$ cat src/rtl/serial_subtractor.sv
// Bit-serial LSB-first subtractor: computes a - b one bit per clock through a
// registered full-subtractor cell and returns the result over a valid/ack handshake.
module serial_subtractor #(
    parameter int WIDTH = 8,
    parameter int CNT_W = $clog2(WIDTH + 1)
) (
    input  logic             clk,
    input  logic             rst,
    input  logic             start,
    input  logic [WIDTH-1:0] a,
    input  logic [WIDTH-1:0] b,
    output logic             busy,
    output logic [WIDTH-1:0] diff,
    output logic             borrow,
    output logic             zero,
    output logic             valid,
    input  logic             ack
);

    typedef enum logic [1:0] {
        IDLE = 2'd0,
        RUN  = 2'd1,
        DONE = 2'd2
    } state_t;

    state_t           state_q;
    logic [WIDTH-1:0] sa_q;
    logic [WIDTH-1:0] sb_q;
    logic [WIDTH-1:0] sr_q;
    logic [WIDTH-1:0] diff_q;
    logic [CNT_W-1:0] cnt_q;
    logic             bin_q;
    logic             borrow_q;
    logic             zero_q;
    logic             valid_q;
    logic             busy_q;

    logic             d_bit;
    logic             bout_bit;
    logic             last_bit;
    logic [WIDTH-1:0] sr_d;

    // Full-subtractor cell on the current LSBs plus the borrow carried from the previous bit.
    always_comb begin
        d_bit    = sa_q[0] ^ sb_q[0] ^ bin_q;
        bout_bit = (~sa_q[0] & sb_q[0]) | (~(sa_q[0] ^ sb_q[0]) & bin_q);
        sr_d     = {d_bit, sr_q[WIDTH-1:1]};
        last_bit = (cnt_q == CNT_W'(WIDTH - 1));
    end

    // Handshake: valid rises when the last bit is produced and stays high, with diff,
    // borrow and zero frozen, until ack is seen at a rising edge; that edge returns to
    // IDLE and any start in the same cycle is dropped.
    always_ff @(posedge clk) begin
        if (rst) begin
            state_q  <= IDLE;
            sa_q     <= '0;
            sb_q     <= '0;
            sr_q     <= '0;
            diff_q   <= '0;
            cnt_q    <= '0;
            bin_q    <= 1'b0;
            borrow_q <= 1'b0;
            zero_q   <= 1'b0;
            valid_q  <= 1'b0;
            busy_q   <= 1'b0;
        end else begin
            case (state_q)
                IDLE: begin
                    if (start) begin
                        sa_q    <= a;
                        sb_q    <= b;
                        sr_q    <= '0;
                        bin_q   <= 1'b0;
                        cnt_q   <= '0;
                        busy_q  <= 1'b1;
                        state_q <= RUN;
                    end
                end
                RUN: begin
                    sr_q  <= sr_d;
                    sa_q  <= sa_q >> 1;
                    sb_q  <= sb_q >> 1;
                    bin_q <= bout_bit;
                    if (last_bit) begin
                        diff_q   <= sr_d;
                        borrow_q <= bout_bit;
                        zero_q   <= (sr_d == '0);
                        valid_q  <= 1'b1;
                        state_q  <= DONE;
                    end else begin
                        cnt_q <= cnt_q + CNT_W'(1);
                    end
                end
                DONE: begin
                    if (ack) begin
                        valid_q <= 1'b0;
                        busy_q  <= 1'b0;
                        state_q <= IDLE;
                    end
                end
                default: begin
                    state_q <= IDLE;
                end
            endcase
        end
    end

    assign busy   = busy_q;
    assign diff   = diff_q;
    assign borrow = borrow_q;
    assign zero   = zero_q;
    assign valid  = valid_q;

endmodule

$ cat config.mk
export PLATFORM = sky130hd
export DESIGN_NAME = serial_subtractor
export DESIGN_NICKNAME = d
export VERILOG_FILES = /design/src/rtl/serial_subtractor.sv
export SDC_FILE = /design/constraint.sdc
export NUM_CORES = 1
export LEC_CHECK = 0
export BUFFER_PORTS_ARGS = -buffer_cell sky130_fd_sc_hd__buf_2
export CAP_MARGIN = 10
export CORE_MARGIN = 3
export CORE_UTILIZATION = 57
export CTS_BUF_LIST = sky130_fd_sc_hd__clkbuf_2 sky130_fd_sc_hd__clkbuf_4 sky130_fd_sc_hd__clkbuf_8
export DETAILED_ROUTE_END_ITERATION = 12
export PLACE_DENSITY_LB_ADDON = 0.05
export SLEW_MARGIN = 40
export SYNTH_ARGS = -nofsm -noshare
export SYNTH_HDL_FRONTEND = slang
export SYNTH_SLANG_ARGS = --single-unit
export TNS_END_PERCENT = 1
$ cat constraint.sdc
create_clock -name clk -period 1.7 [get_ports clk]
set_input_delay 0.085 -clock clk [delete_from_list [all_inputs] [get_ports clk]]
set_output_delay 0.085 -clock clk [all_outputs]
set_load 0.1 [all_outputs]
Word level (Yosys, flattened, before mapping)
Index checks and enable logic that the tools add are counted.
{ "op_classes": {"n_addsub": 1, "mul": 0, "div": 0, "magnitude_cmp": 0, "eq_ne": 7, "n_shift": 0, "n_mux": 20, "n_bitwise": 7, "n_reduce_logical": 11} }
{ "op_table": {"columns": ["operator", "n"], "rows": [
  ["$pmux W8 S2", 3],
  ["$mux W8", 3],
  ["$reduce_and A3 Y1", 4],
  ["$logic_not A8 Y1", 1],
  ["$mux W4", 2],
  ["$ne A2 B2 Y1 const B", 4],
  ["$pmux W4 S2", 1],
  ["$mux W2", 3],
  ["$pmux W1 S2", 3],
  ["$pmux W2 S3", 1],
  ["$reduce_bool A2 Y1", 3],
  ["$add A4 B1 Y4 const B", 1],
  ["$eq A4 B3 Y1 const B", 1],
  ["$mux W1", 4],
  ["$reduce_and A2 Y1", 2],
  ["$and A1 B1 Y1", 2],
  ["$eq A2 B1 Y1 const B", 1],
  ["$eq A2 B2 Y1 const B", 1],
  ["$logic_not A2 Y1", 1],
  ["$not A1 Y1", 2],
  ["$xor A1 B1 Y1", 2],
  ["$or A1 B1 Y1", 1]
]} }
{ "totals": {"register_bits": 43, "latchBits": 0, "ramBits": 0, "mem_bits_ro": 0, "wordCells": 57, "mem_count": 0} }

Longest topological paths before layout
Gate-level depths: netlist of run 1.
{ "logic_depth": {"depth_word": 5, "depth_mapped": 6} }

Worst setup path after synthesis of run 1
No wires, ideal clock.
{ "synth_timing": {"kind": "register to register", "startpoint": "reg sb_q[0]", "endpoint": "reg zero_q (netlist: zero)", "setup_time_ps": 71, "t_arrival_ps": 1301, "required_ps": 1629, "setup_slack_ps": 328, "path_stages_with_launch": 6, "n_path_buf": 0, "path_cell_list": "dfxtp_1 > inv_1 > fa_1 > nor4_1 > nand4_1 > a21oi_1"} }
{ "synth_via": {"elab_chain_len": 3} }
{ "synth_rtl": {"columns": ["item", "line_no", "source"], "rows": [
  ["start: declaration", "28", "logic [WIDTH-1:0] sb_q;"],
  ["start signal: assignment", "83", "sb_q <= sb_q >> 1;"],
  ["$xor A1 B1 Y1 (2 in a row)", "45", "d_bit = sa_q[0] ^ sb_q[0] ^ bin_q;"],
  ["net d_bit", "38", "logic d_bit;"],
  ["$logic_not A8 Y1", "88", "zero_q <= (sr_d == '0);"],
  ["end signal: assignment", "88", null],
  ["end: declaration", "34", "logic zero_q;"]
]} }
The timed path passes the listed nets, and every way through them passes these cells.
A chain may end at the register's enable or synchronous reset.

Worst setup path after layout of run 1
{ "layout_timing": {"startpoint": "reg bin_q", "endpoint": "reg zero_q (netlist: zero)"} }
{ "layout_via": {"elab_chain_len": 2} }
{ "layout_rtl": {"columns": ["item", "line_no", "source"], "rows": [
  ["start: declaration", "32", "logic bin_q;"],
  ["start signal: assignment", "84", "bin_q <= bout_bit;"],
  ["$xor A1 B1 Y1", "45", null],
  ["net d_bit", "38", null],
  ["$logic_not A8 Y1", "88", null]
]} }
The timed path passes the listed nets, and every way through them passes these cells.

==> out/summary.txt, run 1 <==
status - completed
DP Cell Count - 263
Layout Skew - 9.086 ps
Setup Viol. Count Final - 0
GP Congestion - 0.8068
worst-margin pin slew - 750.5 ps
Final min period - 1524 ps
most frequent cells in the layout - dfxtp_1, buf_2, a21oi_1, nor2_1, nand2_1
Core Region - 2877 sq um
max-slew violations - 0
P per Cell Area - 840.3 nW/um^2
CTS root buf - clkbuf_4
number of synthesized register bits - 42
fmax - 656.3 MHz
share of post-route cells with drive strength above 1 - 18.78%
Req. time, crit path - 1990 ps
hold slack - 212.6 ps
TritonCTS clock tree - built
number of synthesized flops with an enable pin - 0
Hold Path Class - in2reg
sequential area share after synthesis - 46.93%
port bufs - 31
syn avg cell area - 8.740 sq um
H-tree levels - 2
YS warnings - 0
TritonCTS buffer count - 5
Hold Fails Final Rpt - 0
die footprint - 3852 sq um
Cell variety after synth - 35
Critical Path End Type - register
Worst Hold Depth - 4
Post CTS Setup Buffer Count - 0
Hold Startpoint - start
DR pass1 iterations - 4
reg2reg path depth - 5
n_diodes - 0
footprint of the multi-input gates - 832.0 sq um
global-route wire length before repair - 6313 um
nets - 267
worst-skew pair later-pin latency - 350 ps
VDD IR-drop max - 654.8 uV
Num Clock Sinks - 42
worst reg2reg endpoint - zero
DRT iter0 DRCs - 173
Arr. time, crit path - 1810 ps
die width - 62.07 um
clock slew at reported path FFs - 120 ps
final wirelength - 3936 um
Final Non-Filler Cells - 287
Vias/cell - 5.652
Worst Hold Path EP - busy
setup TNS - 0 ps
Post-synth ARST share - 0%
final global-route overflow total - 0
initial antenna violation count - 0
final period utilization - 89.63%
hpwl dp - 2484 um
CP max FO - 3
final core utilization - 74.60%
Site Rows - 19
RSZ-0062 raised after global routing - false
most common cell after layout, fill and taps aside - dfxtp_1
area delta synth->final - 19.76%
leakage - 0.8523 nW
Net Count, Synth - 227
Die H - 62.07 um
Initial Utilization - 62.29%
Worst R2R Setup Slack - 180 ps
kind of critical path - reg2reg
Post-Synthesis Cells - 205
largest net degree at the start of global routing - 46
CTS Buffer Depth - 2
Routed Antenna Nets - 0
Seq. cell area - 840.8 sq um
Max Cap Viol - 0
ys flop type - dfxtp_1
# IOs - 32
post-DR wirelength/cell - 13.71 um
# DRC - 0
worst rel slew slack - 49.97%
Vias - 1622
crit start category - register
Netlist Area Pre-Place - 1792 sq um
fillers - 241
Global Route Usage Sum - 22.54%
Worst R2R Start - bin_q
number of global-route vias before repair - 1464
## critical path, stage by stage, from the launching register on
cell and delay, ps:
dfxtp_1 360, inv_1 60, fa_1 490, nor4_1 300
nand4_1 120, a21oi_1 130
## cells in the mapped netlist, types with 2 or more instances
library cell | n | area (sq um)
nor4_1 | 2 | 12.51
a21oi_1 | 29 | 145.1
nand2_1 | 18 | 67.56
o21ai_0 | 10 | 50.05
nand3b_1 | 3 | 22.52
a22oi_1 | 9 | 67.56
dfxtp_1 | 42 | 840.8
nand3_1 | 10 | 50.05
inv_1 | 2 | 7.510
a211oi_1 | 14 | 105.1
buf_2 | 6 | 30.03
nand2b_1 | 3 | 18.77
buf_6 | 5 | 56.30
nor2b_1 | 2 | 12.51
clkbuf_1 | 6 | 22.52
nor2_1 | 24 | 90.09
or4_1 | 2 | 15.01
## sequential cells by signal, indices dropped and copies added (netlist names)
name     cells
state_q      2
sa_q         8
diff         8
valid        1
busy         1
zero         1
borrow       1
sb_q         8
sr_q         7
cnt_q        4
bin_q        1
## worst max path at each step
stage | start | end | slack (ps)
after detailed placement | cnt_q[0] | state_q[0] | 60
after global routing | cnt_q[0] | cnt_q[0] | 50
after floorplan | sb_q[0] | zero | 330
final | bin_q | zero | 180
after CTS | cnt_q[0] | cnt_q[0] | 20
after global placement | cnt_q[0] | state_q[0] | 180
## layer usage
| layer | part of all wire, % | GRT usage [%] | routed length (um) |
|---|---|---|---|
| met5 | 0 | 0 | 0 |
| met4 | 2.1 | 10.61 | 83 |
| met3 | 3.9 | 6.405 | 153 |
| met1 | 44 | 25.16 | 1723 |
| met2 | 50 | 39.20 | 1976 |
## where the power goes
part	switching [mW]	internal, mW	total [mW]	leakage (nW)
Combinational	0.145	0.113	0.258	0.477
Sequential	0.0292	1.03	1.05	0.343
Clock	0.303	0.188	0.491	0.0322
## per-stage QoR
step           cell area (sq um)  total power, mW  worst slack (ps)
2_1_floorplan               1792            1.251             327.8
3_3_place_gp                1918            1.292             183.4
3_5_place_dp                1918            1.301             62.74
4_1_cts                     2141            1.816             17.35
5_1_grt                     2146            1.886             53.14
6_report                    2146            1.803             176.3
## repair_timing
| item | 4_1_cts | 5_1_grt |
|---|---|---|
| gates resized for setup | 0 | 2 |
| endpoints found under the hold margin | 17 | 0 |
| endpoints found under the setup margin | 0 | 5 |
| hold buffers | 17 | 0 |
## kinds of logic after synthesis
kind of cell | synth area share, %
AOI/OAI and AO/OA | 25.21
and+or+nand+nor | 18.58
DFF | 46.93
buffers and inverters | 6.913
adders and majority gates | 1.816
muxes | 0.5587
## cell type report
cell class / count / share of cell area, %
tap: 42 / 2.449
clock buffer: 7 / 2.449
multi-input combinational: 143 / 38.78
sequential: 42 / 39.18
timing repair buffer: 51 / 16.79
inverter: 2 / 0.3499
Note: power is estimated with default switching activity, not from simulation.
==> run 2: changes to the inputs <==
CORE_UTILIZATION = 55   (was 57)
REMOVE_ABC_BUFFERS = 1   (was not set)
==> out/summary.txt, run 2 (synthesized netlist as in run 1, its figures left out) <==
n_diodes - 0 (unchanged)
H-tree levels - 2 (unchanged)
die width - 63.08 um (+1.6%)
Req. time, crit path - 1990 ps (about the same)
Routed Antenna Nets - 0 (unchanged)
Hold Fails Final Rpt - 0 (unchanged)
post-DR wirelength/cell - 12.97 um (-5.4%)
CTS Buffer Depth - 2 (unchanged)
worst path cell trace - ha_1 > and3b_2 > buf_4 > or4_1 > o21ai_0
# DRC - 0 (unchanged)
DP Cell Count - 266 (+1.1%)
port bufs - 31 (unchanged)
Die H - 63.08 um (+1.6%)
CTS root buf - clkbuf_4
worst rel slew slack - 67.84% (+18 points)
pre-CTS setup slack - -33.57 ps (-96.31 ps)
met1 usage - 22.51% (-2.7 points)
status - completed
fmax - 629.0 MHz (-4.2%)
Vias/cell - 5.535 (-2.1%)
Final min period - 1590 ps (+66.02 ps)
area delta synth->final - 23.95%
number of global-route vias before repair - 1576 (+7.7%)
Critical Path End Type - register
clock slew at reported path FFs - 120 ps (about the same)
hpwl dp - 2527 um (+1.7%)
Max Cap Viol - 0 (unchanged)
Num Clock Sinks - 42 (unchanged)
TritonCTS buffer count - 5 (unchanged)
gr busiest metal - met2
final wirelength - 3852 um (-2.1%)
final global-route overflow total - 0 (unchanged)
most common cell after layout, fill and taps aside - dfxtp_1
Initial Utilization - 58.21% (-4.1 points)
Setup Viol. Count Final - 0 (unchanged)
RSZ-0062 raised after global routing - false
final core utilization - 72.15% (-2.4 points)
global-route wire length before repair - 6693 um (+6.0%)
Hold Startpoint - rst
worst-skew pair later-pin latency - 360 ps (about the same)
DRT iter0 DRCs - 123 (-29%)
final worst slack - 110.3 ps (-66.02 ps)
Final Non-Filler Cells - 297 (+3.5%)
Arr. time, crit path - 1880 ps (+70 ps)
largest net degree at the start of global routing - 37 (-20%)
leakage - 0.9000 nW (+5.6%)
Vias - 1644 (+1.4%)
max-slew violations - 0 (unchanged)
Hold Path Class - in2reg
met3 GRT Util - 6.595% (+0.19 points)
Max stage delay on crit path - 410 ps (-80 ps)
nets - 274 (+2.6%)
VDD IR-drop max - 516.2 uV (-21%)
P per Cell Area - 831.7 nW/um^2 (-1.0%)
Critical path origin - cnt_q[0]
# IOs - 32 (unchanged)
Worst R2R Start - cnt_q[0]
DR pass1 iterations - 4 (unchanged)
share of post-route cells with drive strength above 1 - 20.95% (+2.2 points)
final period utilization - 93.51% (+3.9 points)
Global Route Usage Sum - 21.15% (-1.4 points)
TritonCTS clock tree - built
Core Region - 3078 sq um (+7.0%)
die footprint - 3978 sq um (+3.3%)
crit start category - register
initial antenna violation count - 0 (unchanged)
CP max FO - 10 (+7)
GP Congestion - 0.7672 (-4.9%)
hold slack - 141.6 ps (-70.99 ps)
slowest cell on the critical path - or4_1
M2 GR Usage - 37.81% (-1.4 points)
most frequent cells in the layout - dfxtp_1, buf_2, a21oi_1, nor2_1, nand2_1
Site Rows - 20 (+1)
Layout Skew - 11.36 ps (+2.269 ps)
kind of critical path - reg2reg
worst-margin pin slew - 485.8 ps (-264.7 ps)
-- run 2: cell count changes in the layout (fill, tap and decap cells not counted) --
cell	before	now
clkbuf_4	7	6
a21oi_1	28	29
buf_12	1	2
a21oi_2	1	0
clkbuf_8	0	1
buf_4	2	8
clkinv_2	0	1
-- run 2: cell type report --
type / count / area (sq um)
clock buffers: 7 / 58.81
clock inverters: 1 / 5.005
fillers: 266 / 857.1
inverters: 2 / 7.507
multi-input cells: 143 / 828.3
flip-flops and latches: 42 / 840.8
well taps: 44 / 55.05
repair buffers: 58 / 425.4
-- run 2: worst paths after layout --
path / end / slack (ps) / depth (start not counted)
setup / recovery: cnt_q[0] / 110 / 5
hold / removal: state_q[0] / 140 / 2
setup reg to reg: cnt_q[0] / 110 / 5
hold reg to reg: busy / 480 / 2
-- run 2: metal layers --
| layer | vias up | part of all wire, % | routed length [um] |
|---|---|---|---|
| li1 | 825 | - | - |
| met1 | 766 | 41 | 1596 |
| met2 | 42 | 51 | 1982 |
| met3 | 11 | 4.8 | 183 |
| met4 | 0 | 2.3 | 90 |
| met5 | - | 0 | 0 |
-- run 2: stage by stage --
| stage | power (mW) | TNS, ps | area [sq um] |
|---|---|---|---|
| floorplan | 1.212 | 0 | 1675 |
| global placement | 1.296 | 0 | 1941 |
| detailed placement | 1.309 | -33.57 | 1941 |
| CTS | 1.863 | 0 | 2176 |
| global route | 1.944 | 0 | 2221 |
| finish | 1.847 | 0 | 2221 |
-- run 2: power by group --
| group | internal, mW | switching (mW) |
|---|---|---|
| Clock | 0.217 | 0.314 |
| Sequential | 1.03 | 0.0286 |
| Combinational | 0.118 | 0.144 |
-- run 2: critical path, delay by kind of cell, from the launching register on --
kind	cells	cell delay, ps
AOI/OAI and AO/OA	1	90
adders and majority gates	1	250
buffers and inverters	1	170
DFF	1	360
and+or+nand+nor	2	660
-- run 2: repair_timing --
action	4_1_cts	5_1_grt
setup buffers	0	6
resized for setup	1	0
pin swaps	0	1
endpoints found under the hold margin	17	0
endpoints found under the setup margin	1	1
hold buffers	17	0
==> run 3: changes to the inputs <==
CORE_ASPECT_RATIO = 1.25   (was not set)
==> out/summary.txt, run 3 (synthesized netlist as in run 1, its figures left out) <==
fillers - 247 (-7.1%)
Layout Skew - 7.944 ps (-3.411 ps)
n_diodes - 0 (unchanged)
worst rel slew slack - 67.77% (-0.068 points)
most common cell after layout, fill and taps aside - dfxtp_1
global-route wire length before repair - 6831 um (+2.1%)
Site Rows - 22 (+10%)
Global Route Usage Sum - 21.30% (+0.15 points)
setup TNS - 0 ps (unchanged)
cell area after placement - 1933 sq um (-0.39%)
Setup Viol. Count Final - 0 (unchanged)
Initial Utilization - 59.17% (+0.96 points)
Vias - 1590 (-3.3%)
die footprint - 3983 sq um (+0.11%)
Num Clock Sinks - 42 (unchanged)
design area - 2177 sq um (-2.0%)
TritonCTS clock tree - built
Final min period - 1551 ps (-38.85 ps)
Die H - 69.82 um (+11%)
clock network power share - 33.2% (+4.5 points)
final period utilization - 91.23% (-2.3 points)
Hold Path Class - in2reg
fmax - 644.8 MHz (+2.5%)
clock slew at reported path FFs - 120 ps (about the same)
leakage - 0.8768 nW (-2.6%)
status - completed
share of post-route cells with drive strength above 1 - 19.76% (-1.2 points)
worst-margin pin slew - 486.8 ps (+1.029 ps)
die width - 57.05 um (-9.6%)
DR pass1 iterations - 4 (unchanged)
Sw Pwr - 0.4856 mW (-0.32%)
Core Region - 3028 sq um (-1.6%)
Req. time, crit path - 1980 ps (about the same)
final wirelength - 3901 um (+1.3%)
Sequential Power Share - 53.5% (-3.5 points)
Hold Fails Final Rpt - 0 (unchanged)
P per Cell Area - 905.6 nW/um^2 (+8.9%)
RSZ-0062 raised after global routing - false
kind of critical path - reg2reg
CTS root buf - clkbuf_4
Post CTS Setup Buffer Count - 0 (unchanged)
Pint - 1.486 mW (+9.3%)
crit start category - register
post-DR wirelength/cell - 13.74 um (+5.9%)
number of global-route vias before repair - 1551 (-1.6%)
most frequent cells in the layout - dfxtp_1, buf_2, a21oi_1, nor2_1, nand2_1
# DRC - 0 (unchanged)
initial antenna violation count - 0 (unchanged)
worst path cell trace - ha_1 > and3b_2 > a21oi_1 > mux2i_1
port bufs - 31 (unchanged)
Crit path max-delay family - flip-flops
slowest cell on the critical path - dfxtp_1
proportion of power drawn by combinational gates - 13.3% (-0.9 points)
DRT iter0 DRCs - 58 (-53%)
# IOs - 32 (unchanged)
nets - 269 (-1.8%)
Critical Path End Type - register
H-tree levels - 2 (unchanged)
Max stage delay on crit path - 360 ps (-50 ps)
Routed Antenna Nets - 0 (unchanged)
Vias/cell - 5.599 (+1.1%)
CP bufs+invs - 0 (-1)
hpwl dp - 2553 um (+1.0%)
GP Congestion - 0.7403 (-3.5%)
CP max FO - 15 (+5)
switching portion of total power - 24.63% (-1.7 points)
TritonCTS buffer count - 5 (unchanged)
Max Cap Viol - 0 (unchanged)
final global-route overflow total - 0 (unchanged)
largest net degree at the start of global routing - 25 (-32%)
CTS Buffer Depth - 2 (unchanged)
worst-skew pair later-pin latency - 350 ps (about the same)
VDD IR-drop max - 761.9 uV (+48%)
max-slew violations - 0 (unchanged)
area delta synth->final - 21.51%
Arr. time, crit path - 1830 ps (-50 ps)
## run 3: path summary, 6_finish.rpt
check / to / start / slack (ps) / depth (start not counted)
min: state_q[1] / ack / 40 / 4
max: cnt_q[1] / cnt_q[0] / 150 / 4
max reg2reg: cnt_q[1] / cnt_q[0] / 150 / 4
min reg2reg: diff[1] / diff[1] / 480 / 2
## run 3: cell type report
cell class | count | area (sq um) | share of cell area, %
flip-flops and latches | 42 | 840.8 | 38.62
multi-input cells | 143 | 828.3 | 38.05
repair buffers | 53 | 372.9 | 17.13
clock buffers | 7 | 52.55 | 2.414
well taps | 36 | 45.04 | 2.069
clock inverters | 1 | 30.03 | 1.379
inverters | 2 | 7.507 | 0.3448
## run 3: layer usage
layer	routed length (um)	global-route usage (%)	part of all wire, %
met1	1614	24.25	41
met2	2049	37.99	53
met3	180	5.214	4.6
met4	57	6.959	1.5
met5	0	0	0
## run 3: timing repair
item / in CTS / in global routing
endpoints found under the hold margin: 16 / 0
hold buffers: 16 / 0
gates resized for setup: 0 / 1
endpoints found under the setup margin: 0 / 6
## run 3: tightest hold or removal path, cell delays in order
cell	delay, ps
buf_2	100
nor2_1	40
nand2_1	60
a21oi_1	60
## run 3: power by group through the flow
stage          Combinational, mW  Clock (mW)  Sequential, mW
2_1_floorplan              0.125           0            1.09
3_3_place_gp               0.223           0            1.07
3_5_place_dp               0.233           0            1.08
4_1_cts                    0.262       0.674            1.05
5_1_grt                    0.294       0.705            1.06
6_report                   0.262       0.655            1.05
## run 3: through the flow
| step | std cells | setup WS (ps) | hold slack (ps) | utilization (%) | power [mW] |
|---|---|---|---|---|---|
| floorplan | 187 | 1.397 | 154.1 | - | 1.212 |
| global placement | 260 | 180.3 | 323.7 | 63.84 | 1.296 |
| detailed placement | 260 | 30.33 | 338.7 | 63.84 | 1.309 |
| CTS | 284 | 0.9321 | 27.31 | 71.86 | 1.991 |
| global route | 284 | 39.73 | 41.54 | 71.90 | 2.060 |
| finish | 284 | 149.1 | 36.56 | 71.90 | 1.972 |
